`config.mk`:
```
export PLATFORM = sky130hd
export DESIGN_NAME = handshake_sync_rx
export DESIGN_NICKNAME = d
export VERILOG_FILES = /design/src/rtl/handshake_sync_rx.sv
export SDC_FILE = /design/constraint.sdc
export NUM_CORES = 1
export LEC_CHECK = 0
export BUFFER_PORTS_ARGS = -buffer_cell sky130_fd_sc_hd__buf_2
export CORE_UTILIZATION = 45
export DETAILED_ROUTE_END_ITERATION = 8
export GPL_TIMING_DRIVEN = 0
export PLACE_DENSITY = 0.78
export SETUP_SLACK_MARGIN = 0.5
export SYNTH_ARGS = -nofsm -noshare
export SYNTH_HDL_FRONTEND = slang
export SYNTH_SLANG_ARGS = --single-unit
export TNS_END_PERCENT = 100
```
`constraint.sdc`:
```
create_clock -name bclk -period 1.5 [get_ports bclk]
set_input_delay 0.225 -clock bclk [delete_from_list [all_inputs] [get_ports bclk]]
set_output_delay 0.225 -clock bclk [all_outputs]
set_load 0.02 [all_outputs]
```
`src/rtl/handshake_sync_rx.sv`:
```
// Destination side of a 2-phase toggle handshake: synchronizes areq_toggle, captures adata,
// presents it as a valid/ready word and returns back_toggle. Optional macro: HSRX_OVERRUN_DET_EN.
module handshake_sync_rx #(
    parameter int SYNC_STAGE = 3,
    parameter int DATA_W     = 32
) (
    input  logic              bclk,
    input  logic              breset,
    input  logic              areq_toggle,
    input  logic [DATA_W-1:0] adata,
    output logic              bvalid,
    input  logic              bready,
    output logic [DATA_W-1:0] bdata,
    output logic              back_toggle,
    output logic              boverrun
);

    localparam logic [0:0] ST_IDLE = 1'b0;
    localparam logic [0:0] ST_FULL = 1'b1;

    (* ASYNC_REG = "TRUE" *) logic [SYNC_STAGE-1:0] sync_chain;

    logic       sync_out;
    logic       req_seen;
    logic       req_edge;
    logic [0:0] state;
    logic [0:0] state_next;
    logic       load;
    logic       accept;
    logic       drop;

    always_ff @(posedge bclk) begin
        if (breset) begin
            sync_chain <= '0;
        end else begin
            sync_chain <= {sync_chain[SYNC_STAGE-2:0], areq_toggle};
        end
    end

    assign sync_out = sync_chain[SYNC_STAGE-1];

    always_ff @(posedge bclk) begin
        if (breset) begin
            req_seen <= 1'b0;
        end else begin
            req_seen <= sync_out;
        end
    end

    assign req_edge = sync_out ^ req_seen;

    // An edge that arrives while a word is still held (even in its accept cycle) is lost.
    assign load   = (state == ST_IDLE) && req_edge;
    assign accept = (state == ST_FULL) && bready;
    assign drop   = (state == ST_FULL) && req_edge;

    always_comb begin
        state_next = state;
        case (state)
            ST_IDLE: if (load)   state_next = ST_FULL;
            ST_FULL: if (accept) state_next = ST_IDLE;
            default:             state_next = ST_IDLE;
        endcase
    end

    always_ff @(posedge bclk) begin
        if (breset) begin
            state       <= ST_IDLE;
            bdata       <= '0;
            back_toggle <= 1'b0;
        end else begin
            state <= state_next;
            if (load) begin
                bdata <= adata;
            end
            if (accept) begin
                back_toggle <= ~back_toggle;
            end
        end
    end

    assign bvalid = (state == ST_FULL);

`ifdef HSRX_OVERRUN_DET_EN
    logic overrun_q;

    always_ff @(posedge bclk) begin
        if (breset) begin
            overrun_q <= 1'b0;
        end else if (drop) begin
            overrun_q <= 1'b1;
        end
    end

    assign boverrun = overrun_q;
`else
    logic unused_drop;
    assign unused_drop = drop;
    assign boverrun    = 1'b0;
`endif

endmodule

```
# --- Word level (Yosys, flattened, before mapping) ---
# Index checks and enable logic that the tools add are counted.
word_totals:
  input_bits: 36
  ff_bits: 38
  ram_bits: 0
  mem_bits_ro: 0
  word_cells: 13
  latch_bits: 0
  mem_count: 0
classes:
  n_lt_le_gt_ge: 0
  mux: 3
  n_eq_ne: 0
  add_sub_neg: 0
  mul: 0
  bitwise: 3
  shift: 0
  div: 0
  reduce_logical: 2
op_table:
  columns: ["operator", "count"]
  rows:
  - ["1-bit logical AND", 2]
  - ["1-bit 2-to-1 mux", 2]
  - ["1-bit NOT", 2]
  - ["1-bit case mux with 2 select lines", 1]
  - ["1-bit bitwise XOR", 1]

# --- Logic depth before layout (Yosys ltp) ---
# Gate-level depths: netlist of the first run.
depth:
  depth_word: 4
  depth_mapped: 4
  mapped_depth_nobuf: 3

# --- Worst setup path after synthesis of the first run ---
# OpenSTA, ideal clock, no wires.
synth_path:
  path_type: "reg2reg"
  start: "register state (netlist: bvalid)"
  end: "register bdata[18]"
  path_slack_ns: 0.310
  required_time_ns: 1.372
  path_buffers: 2
  t_arrival_ns: 1.061
  stages_incl_launch_ff: 5
  path_cell_list: "dfxtp_1 buf_2 clkbuf_1 nand3b_1 a21oi_1"
synth_via:
  elab_chain_len: 2
synth_rtl:
  columns: ["item", "line_no", "source"]
  rows:
  - ["from (decl)", "26", "logic [0:0] state;"]
  - ["from (signal assigned)", "72", "state <= state_next;"]
  - ["1-bit NOT", null, null]
  - ["1-bit logical AND", "53", "assign load = (state == ST_IDLE) && req_edge;"]
  - ["to (signal assigned)", "74", "bdata <= adata;"]
  - ["to (decl)", "13", "output logic [DATA_W-1:0] bdata,"]
# No other way between the ends.
# A chain may end at the register's enable or synchronous reset.

# --- Worst setup path after layout of the first run ---
layout_path:
  start: "register sync_chain[2]"
  end: "register bdata[15]"
layout_via:
  elab_chain_len: 2
layout_rtl:
  columns: ["item", "line_no", "source"]
  rows:
  - ["from (decl)", "21", "(* ASYNC_REG = \"TRUE\" *) logic [SYNC_STAGE-1:0] sync_chain;"]
  - ["from (signal assigned)", "36", "sync_chain <= {sync_chain[SYNC_STAGE-2:0], areq_toggle};"]
  - ["1-bit bitwise XOR", "50", "assign req_edge = sync_out ^ req_seen;"]
  - ["1-bit logical AND", "53", null]
# No other way between the ends.

==> flow_summary.yaml, run 1 <==
status:
  status: "finished, final reports clean"
finish:
  final_cells: 297
  diodes: 0
  drive_above_1_share: 0.5771
  nNetsFinal: 288
  final_util: 0.8077
  regArea_um2: 813.3
  final_cell_area_mm2: 0.002506
  multi_input_area_um2: 690.7
  area_delta_synth_final_pct: 67.33
  fillCellCount: 211
logic_synthesis:
  synth_edf_count: 0
  synth_most_common_cell: "dfxtp_1"
  synth_area_mm2: 0.001498
  yosys_warnings: 0
  ys.flop_type: "dfxtp_1"
  synth_common_cells: "38 x dfxtp_1, 32 x a21oi_1, 32 x nand3b_1, 32 x o21ai_0, 7 x clkbuf_1"
  syn_nets: 200
  synth_cell_type_count: 17
  synthArstFlopShare: 0
  synth_top_cell_area_share: 0.5079
  synthCells: 164
  synthTopCellsByArea: "dfxtp_1 51%, nand3b_1 16%, a21oi_1 11%"
  synth_seq_area_share: 0.5079
  syn_area_per_cell_um2: 9.132
  synth.largest_area_cell: "dfxtp_1"
  ys_ff_latch: 38
critical_path:
  path_delay_family: "flip-flops"
  crit_chain: "xor2_4 > buf_4 > buf_4 > nand3b_1 > a21oi_1"
  cp-end-kind: "flop"
  cp_common_cell: "buf_4"
  worst_r2r_startpoint: "sync_chain[2]"
  critPathKind: "flop to flop"
  crit_required_ps: 1730
  r2r_slack_ps: 320
  critical_path.startpoint_type: "flop"
  arrival_ps: 1410
  critical-path-slowest-cell: "dfxtp_4"
  critPathMaxStageDelay_ps: 400
  path_max_fanout: 5
  reg2reg_depth: 5
  cp_num_buf_inv: 2
  reg2reg_to: "bdata[15]"
run:
  cap_violations: 0
placement:
  dpl.hpwl_um: 2454
  placed_cells: 276
  dp_slack_ps: 297.0
  globalplace.congestion: 0.7623
  place_area_mm2: 0.001949
  port-buffer-count: 68
global_routing:
  overflow: 0
  grt_max_degree: 13
  grt_pass1_wl_um: 5865
  first_global_vias: 1313
  antenna_found_initial: 0
  grt_usage: 0.2268
detailed_routing:
  routed_wl_um: 4122
  first_iter_violations: 53
  via_count: 1513
  wire_per_inst_um: 13.88
  vias_per_cell: 5.094
  antenna_left: 0
  first_pass_iters: 4
  route.detailed.drc: 0
floorplanning:
  dieArea_mm2: 0.003563
  core.rowCount: 20
  start_util: 0.4827
  ioPinCount: 71
  die_w_um: 59.69
  die_h_um: 59.69
  core-area_mm2: 0.003103
clock_tree:
  clk_pin_slew_worst_paths_ps: 110
  clk_latency_ps: 350
  h-tree-depth: 2
  cts_buffers: 5
  clockBufferDepth: 2
  clock_sinks: 38
  clk_root_buffer_cell: "clkbuf_4"
  holdBufCountCts: 0
  cts_tree: "done"
hold_path:
  min_to: "bvalid"
  worstHoldStart: "bready"
  min_path_type: "input port to flop"
  hold_depth: 2
pwr:
  vdd_drop_max_v: 0.0009756
  leakagePower_nw: 1.025
  power_density_mw_per_mm2: 899.1
  p_total_mw: 2.253
sta:
  whs_ps: 50.42
  slew_viol_final: 0
  finalCriticalPeriod_ps: 1183
  rsz0062_at_grt: "yes"
  totalNegativeSetupSlack_ps: 0
  fin_ws_ps: 316.7
  setup_viol: 0
  fin_crit_sh: 0.7888
  clock_skew_ps: 8.538
  finalHoldViolCount: 0
  max_freq_ghz: 0.8451
registers in the layout (all words and copies together), names as in the netlist:
signal / count
bdata: 32
back_toggle: 1
bvalid: 1
req_seen: 1
sync_chain: 3
cells in the final DEF (no fill, tap or decap), types with 3 or more instances in the layout:
cell      synthesis  layout
a21oi_1          32      31
nand3b_1         32      32
buf_2             1      34
buf_4             4      12
dfxtp_4           0       3
o21ai_2           0       4
buf_8             0       4
clkbuf_2          5       5
clkbuf_4          0       5
clkbuf_1          7       3
buf_6             0      37
o21ai_1           0      27
nor2b_1           4       4
dfxtp_2           0      33
cell type report:
class / instances / share of cell area
Timing Repair Buffer: 81 / 0.2716
Sequential cell: 38 / 0.3245
Tap cell: 44 / 0.02197
Buffer: 18 / 0.06390
Clock inverter: 1 / 0.01198
Clock buffer: 7 / 0.03045
Multi-Input combinational cell: 108 / 0.2756
worst register-to-register path: stages (launching register included):
cell and delay, ps:
dfxtp_4 400, xor2_4 190, buf_4 160, buf_4 150, nand3b_1 110, a21oi_1 70
repair_timing:
action | 4_1_cts | 5_1_grt
endpoints found under the setup margin | 67 | 67
cloned | 0 | 3
setup buffers | 4 | 6
pin swaps | 2 | 3
resized for setup | 106 | 49
cell families after synthesis:
group                     share of synthesized area
AOI/OAI and AO/OA                            0.2189
xor gates and xnor gates                    0.02256
buffers and inverters                       0.06349
DFF                                          0.5079
other                                      0.002504
and+or+nand+nor                              0.1846
worst max-delay path by stage:
stage	endpoint	cells past startpoint	slack (ps)	startpoint
after floorplan	bdata[28]	4	500	sync_chain[2]
after global placement	bdata[9]	3	300	breset
after detailed placement	bdata[14]	3	300	breset
after CTS	bdata[14]	4	360	req_seen
after global routing	bdata[15]	5	250	sync_chain[2]
final	bdata[15]	5	320	sync_chain[2]
power breakdown:
part	switching [mW]	leakage, nW	internal [mW]
Sequential	0.0254	0.327	1.04
Clock	0.345	0.0567	0.498
Combinational	0.162	0.641	0.179
layer usage:
layer  GRT usage  vias up  part of all wire
met3     0.05628        8             0.057
met5           0        -                 0
li1            -      758                 -
met1      0.2789      696              0.44
met2      0.3651       51              0.48
met4      0.1196        0             0.017
(Power assumes the default switching activity.)
==> inputs of run 2 (changes only) <==
--- a/config.mk
+++ b/config.mk
@@ -5,11 +5,12 @@
 export SDC_FILE = /design/constraint.sdc
 export NUM_CORES = 1
 export LEC_CHECK = 0
+export ABC_AREA = 1
 export BUFFER_PORTS_ARGS = -buffer_cell sky130_fd_sc_hd__buf_2
-export CORE_UTILIZATION = 45
+export CORE_UTILIZATION = 44
 export DETAILED_ROUTE_END_ITERATION = 8
 export GPL_TIMING_DRIVEN = 0
-export PLACE_DENSITY = 0.78
+export PLACE_DENSITY = 0.76
 export SETUP_SLACK_MARGIN = 0.5
 export SYNTH_ARGS = -nofsm -noshare
 export SYNTH_HDL_FRONTEND = slang
==> constraint.sdc (replaced) <==
create_clock -name bclk -period 1 [get_ports bclk]
set_input_delay 0.15 -clock bclk [delete_from_list [all_inputs] [get_ports bclk]]
set_output_delay 0.15 -clock bclk [all_outputs]
set_load 0.02 [all_outputs]
==> flow_summary.yaml, run 2 <==
status:
  status: "finished, violations left"
  violations: "negative setup slack"
finish:
  top_register: "bdata"
  reg.largest.list: "bdata: 32 flops, sync_chain: 3 flops"
  diodes: 0
  final_cell_mix: "101 x inv_1, 65 x nand2_1, 42 x buf_6, 37 x nor2_1, 35 x buf_2"
  largest_reg_flops: 32
  nNetsFinal: 425
  final_common_cell: "inv_1"
  area_delta_synth_final_pct: 54.66
  drive_above_1_share: 0.3795
detailed_routing:
  first_iter_violations: 95
  route.detailed.drc: 0
  via_count: 1880
  antenna_left: 0
  routed_wl_um: 4408
  wire_per_inst_um: 10.02
  vias_per_cell: 4.273
  first_pass_iters: 4
logic_synthesis:
  synth.largest_area_cell: "dfxtp_1"
  synth_xor_area_frac: 0.004723
  synth_fa_ha_area_frac: 0
  ys.flop_type: "dfxtp_1"
  synthArstFlopShare: 0
  syn_area_per_cell_um2: 6.181
  synthTopCellsByArea: "dfxtp_1 41%, inv_1 21%, nand2_1 14%"
  synth_edf_count: 0
  yosys.area_share.simple: 0.3320
  synth_top_cell_area_share: 0.4103
  synth_top_family_by_area: "simple AND/OR/NAND/NOR gates"
  synth-compound-area-share: 0
  synth_area_mm2: 0.001854
  yosys_warnings: 0
  synthCells: 300
  syn_nets: 336
  ys_ff_latch: 38
  synth_common_cells: "102 x inv_1, 68 x nand2_1, 38 x dfxtp_1, 37 x nor2_1, 32 x nand4_1"
  synth_most_common_cell: "inv_1"
  synth_cell_type_count: 16
  synth_seq_area_share: 0.4103
  synth.area.mux_share: 0
floorplanning:
  die_w_um: 66.92
  ioPinCount: 71
  core-area_mm2: 0.004029
  dieArea_mm2: 0.004478
  die_h_um: 66.92
  start_util: 0.4602
  core.rowCount: 23
critical_path:
  critPathKind: "flop to flop"
  crit_chain: "nand2_2 > nand3_4 > buf_6 > nand2_1 > inv_1 > nor2_1"
  r2r_slack_ps: -50
  cp-end-kind: "flop"
  path_max_fanout: 7
  path_delay_family: "simple AND/OR/NAND/NOR gates"
  critical_path.startpoint_type: "flop"
  crit_required_ps: 1220
  arrival_ps: 1270
  cp_num_buf_inv: 2
  critPathMaxStageDelay_ps: 330
  critical-path-slowest-cell: "dfxtp_2"
pwr:
  power_density_mw_per_mm2: 1200
  p_clk_frac: 0.316
  power.combinational.fraction: 0.209
  p_switching_uw: 950.9
  seqPwrFrac: 0.475
  vdd_drop_max_v: 0.0008198
  leakagePower_nw: 1.624
  p_sw_frac: 0.2764
  p_int_mw: 2.489
sta:
  totalNegativeSetupSlack_ps: -820.8
  fin_ws_ps: -51.27
  rsz0062_at_grt: "yes"
  max_freq_ghz: 0.9512
  finalHoldViolCount: 0
  finalCriticalPeriod_ps: 1051
  clock_skew_ps: 7.888
  setup_viol: 28
  whs_ps: 58.39
  slew_viol_final: 0
  fin_crit_sh: 1.051
clock_tree:
  clk_root_buffer_cell: "clkbuf_8"
  clock_sinks: 38
  clk_latency_ps: 290
  clk_pin_slew_worst_paths_ps: 80
  clockBufferDepth: 2
  cts_tree: "done"
  cts_buffers: 5
  h-tree-depth: 2
global_routing:
  grt_pass1_wl_um: 6941
  use_met1: 0.2327
  antenna_found_initial: 0
  overflow: 0
  met2_usage: 0.3674
  grt_max_degree: 12
  gr-usage-met3: 0.07021
  grt_usage: 0.2072
  first_global_vias: 1628
  grt.busiest_layer: "met2"
placement:
  globalplace.congestion: 0.7411
  dpl.hpwl_um: 2728
  port-buffer-count: 69
run:
  cap_violations: 0
hold_path:
  min_path_type: "input port to flop"
-- run 2: routing by layer --
metal  vias to the layer above  share of wire
met4                         0         0.0093
met3                         7          0.056
met1                       791           0.44
met5                         -              0
li1                       1029              -
met2                        53           0.50
-- run 2: cell families (layout without fill, tap and decap cells) --
kind of cell | Yosys count | in the layout
XOR/XNOR | 1 | 1
buffers and inverters | 120 | 210
flip-flops | 38 | 38
other | 1 | 1
AND/OR/NAND/NOR | 140 | 140
-- run 2: path summary, 6_finish.rpt --
check / start / endpoint / depth (start not counted)
max: sync_chain[2] / bdata[21] / 6
min: areq_toggle / sync_chain[0] / 3
max reg2reg: sync_chain[2] / bdata[21] / 6
min reg2reg: sync_chain[1] / sync_chain[2] / 2
-- run 2: area by class of cell --
type,count,area (µm²)
Sequential cell,38,840.8
Inverter,104,395.4
Clock inverter,1,5.005
Clock buffer,7,86.33
Tap cell,50,62.56
Fill cell,347,1161
Timing Repair Buffer,82,680.7
Buffer,16,138.9
Multi-Input combinational cell,142,658.1
-- run 2: power groups by stage --
stage | clock (mW) | combinational (mW) | sequential (mW)
after floorplan | 0 | 0.295 | 1.73
after global placement | 0 | 0.567 | 1.64
after detailed placement | 0 | 0.574 | 1.64
after CTS | 1.11 | 0.686 | 1.64
after global routing | 1.18 | 0.806 | 1.64
final | 1.09 | 0.718 | 1.64
-- run 2: tightest hold or removal path: cells and delay by family --
kind,cells,cell delay (ps)
AND/OR/NAND/NOR,1,60
buffers and inverters,2,100
-- run 2: stage by stage --
step | setup slack (ps) | std cells | util | instance area, µm² | power (mW)
after floorplan | 96.46 | 300 | - | 1981 | 2.030
after global placement | -95.61 | 419 | 0.5929 | 2389 | 2.209
after detailed placement | -135.1 | 419 | 0.5929 | 2389 | 2.218
after CTS | -52.13 | 432 | 0.6932 | 2793 | 3.431
after global routing | -149.2 | 440 | 0.7118 | 2868 | 3.630
final | -51.27 | 440 | 0.7118 | 2868 | 3.440
-- run 2: timing repair --
| item | in CTS | in global routing |
|---|---|---|
| pin swaps | 2 | 4 |
| resized for setup | 95 | 5 |
| hold buffers | 0 | 0 |
| cloned | 2 | 0 |
| endpoints found under the setup margin | 69 | 71 |
| buffers inserted | 3 | 8 |
==> inputs of run 3 (changes only) <==
--- a/config.mk
+++ b/config.mk
@@ -5,12 +5,11 @@
 export SDC_FILE = /design/constraint.sdc
 export NUM_CORES = 1
 export LEC_CHECK = 0
-export ABC_AREA = 1
 export BUFFER_PORTS_ARGS = -buffer_cell sky130_fd_sc_hd__buf_2
-export CORE_UTILIZATION = 44
+export CORE_UTILIZATION = 41
 export DETAILED_ROUTE_END_ITERATION = 8
 export GPL_TIMING_DRIVEN = 0
-export PLACE_DENSITY = 0.76
+export PLACE_DENSITY = 0.75
 export SETUP_SLACK_MARGIN = 0.5
 export SYNTH_ARGS = -nofsm -noshare
 export SYNTH_HDL_FRONTEND = slang
==> flow_summary.yaml, run 3 (synthesis gave the netlist of run 1 again) <==
global_routing:
  first_global_vias: 1483
  grt_pass1_wl_um: 6458
  overflow: 0
  antenna_found_initial: 0
  grt_max_degree: 12
  grt_usage: 0.2086
finish:
  nNetsFinal: 295
  top_register: "bdata"
  multi_input_area_um2: 750.7
  area_delta_synth_final_pct: 71.68
  largest_reg_flops: 32
  reg.largest.list: "bdata: 32 flops, sync_chain: 3 flops"
  final_common_cell: "buf_6"
  regArea_um2: 820.8
  final_cell_area_mm2: 0.002571
  diodes: 0
  drive_above_1_share: 0.6385
  final_cell_mix: "40 x buf_6, 34 x buf_2, 32 x nand3b_1, 31 x a21oi_1, 30 x dfxtp_2"
  fillCellCount: 239
  final_util: 0.7527
floorplanning:
  dieArea_mm2: 0.003899
  core-area_mm2: 0.003416
  start_util: 0.4385
  die_w_um: 62.44
  core.rowCount: 21
  die_h_um: 62.44
  ioPinCount: 71
status:
  status: "finished, violations left"
  violations: "negative hold slack, negative setup slack"
hold_path:
  min_path_type: "input port to flop"
sta:
  worst_slew_pin_slew_ps: 510.9
  fin_ws_ps: -225.8
  finalHoldViolCount: 1
  slew_headroom: 0.6594
  whs_ps: -4.812
  fin_crit_sh: 1.226
  clock_skew_ps: 6.515
  max_freq_ghz: 0.8158
  rsz0062_at_grt: "yes"
  slew_viol_final: 0
  finalCriticalPeriod_ps: 1226
  setup_viol: 33
clock_tree:
  cts_buffers: 5
  clk_pin_slew_worst_paths_ps: 110
  clk_latency_ps: 340
  h-tree-depth: 2
  clockBufferDepth: 2
  cts_tree: "done"
  clk_root_buffer_cell: "clkbuf_4"
  clock_sinks: 38
critical_path:
  critical_path.startpoint_type: "flop"
  arrival_ps: 1450
  critPathKind: "flop to flop"
  path_max_fanout: 10
  r2r_slack_ps: -230
  crit_required_ps: 1220
  cp-end-kind: "flop"
pwr:
  vdd_drop_max_v: 0.0008239
  leakagePower_nw: 1.041
  power_density_mw_per_mm2: 1133
detailed_routing:
  first_pass_iters: 4
  route.detailed.drc: 0
  first_iter_violations: 78
  routed_wl_um: 4356
  vias_per_cell: 5.111
  wire_per_inst_um: 14.24
  antenna_left: 0
  via_count: 1564
placement:
  globalplace.congestion: 0.7997
  port-buffer-count: 68
  dpl.hpwl_um: 2520
  place_area_mm2: 0.001983
run:
  cap_violations: 0
==> run 3: cell count changes in the layout (fill, tap and decap cells not counted), moves of 4 or more <==
| cell | before | now |
|---|---|---|
| o21ai_2 | 0 | 16 |
| nand4_1 | 32 | 0 |
| nor2b_1 | 0 | 4 |
| buf_8 | 0 | 4 |
| a21oi_1 | 0 | 31 |
| nand2_1 | 65 | 0 |
| nor2_1 | 37 | 1 |
| dfxtp_4 | 14 | 6 |
| clkbuf_2 | 1 | 6 |
| dfxtp_2 | 22 | 30 |
| inv_1 | 101 | 0 |
| nand3b_1 | 0 | 32 |
| o21ai_1 | 0 | 15 |
| clkbuf_8 | 7 | 1 |
==> run 3: cell type report <==
type,instances,area share
multi-input combinational,108,0.2920
clock buffer,8,0.01898
sequential,38,0.3192
buffer,18,0.06277
timing repair buffer,88,0.2847
tap,46,0.02238
==> run 3: repair_timing <==
item                                    in CTS  in global routing
setup buffers                                3                 13
endpoints found under the setup margin      71                 71
gates resized for setup                    114                 51
cloned                                       0                  4
endpoints found under the hold margin        1                  0
pin swaps                                    2                  6
==> run 3: path summary, 6_finish.rpt <==
path	startpoint	cells after the start	end
worst min-delay path	bready	2	bvalid
worst max register to register	sync_chain[2]	5	bdata[15]
worst min register to register	sync_chain[0]	1	sync_chain[1]
worst max-delay path	sync_chain[2]	5	bdata[15]
==> run 3: metrics by stage <==
stage / total power [mW] / TNS (ps) / setup WS (ps) / cells
after global routing: 3.036 / -6693 / -281.9 / 306
after global placement: 1.995 / -4229 / -150.0 / 278
after CTS: 2.821 / -3677 / -138.9 / 289
final: 2.912 / -4733 / -225.8 / 306
after detailed placement: 1.998 / -4430 / -167.8 / 278
after floorplan: 1.843 / -98.71 / -3.421 / 164
==> run 3: report_power, final <==
part           switching, mW  internal, mW
clock                  0.486         0.280
combinational          0.260         0.285
sequential            0.0408          1.56
==> run 3: metal layers <==
metal	up-vias	GRT usage	routed length [µm]	part of all wire
met5	-	0	0	0
met4	0	0.1017	54	0.012
met3	7	0.04562	212	0.049
met2	52	0.3533	2241	0.51
met1	735	0.2483	1848	0.42
li1	770	-	-	-
==> run 3: worst max-delay path, cell delays in order, from the launching register on <==
cell	delay [ps]
dfxtp_4	400
xnor2_4	140
buf_4	150
buf_8	130
o21ai_0	180
a21oi_1	100
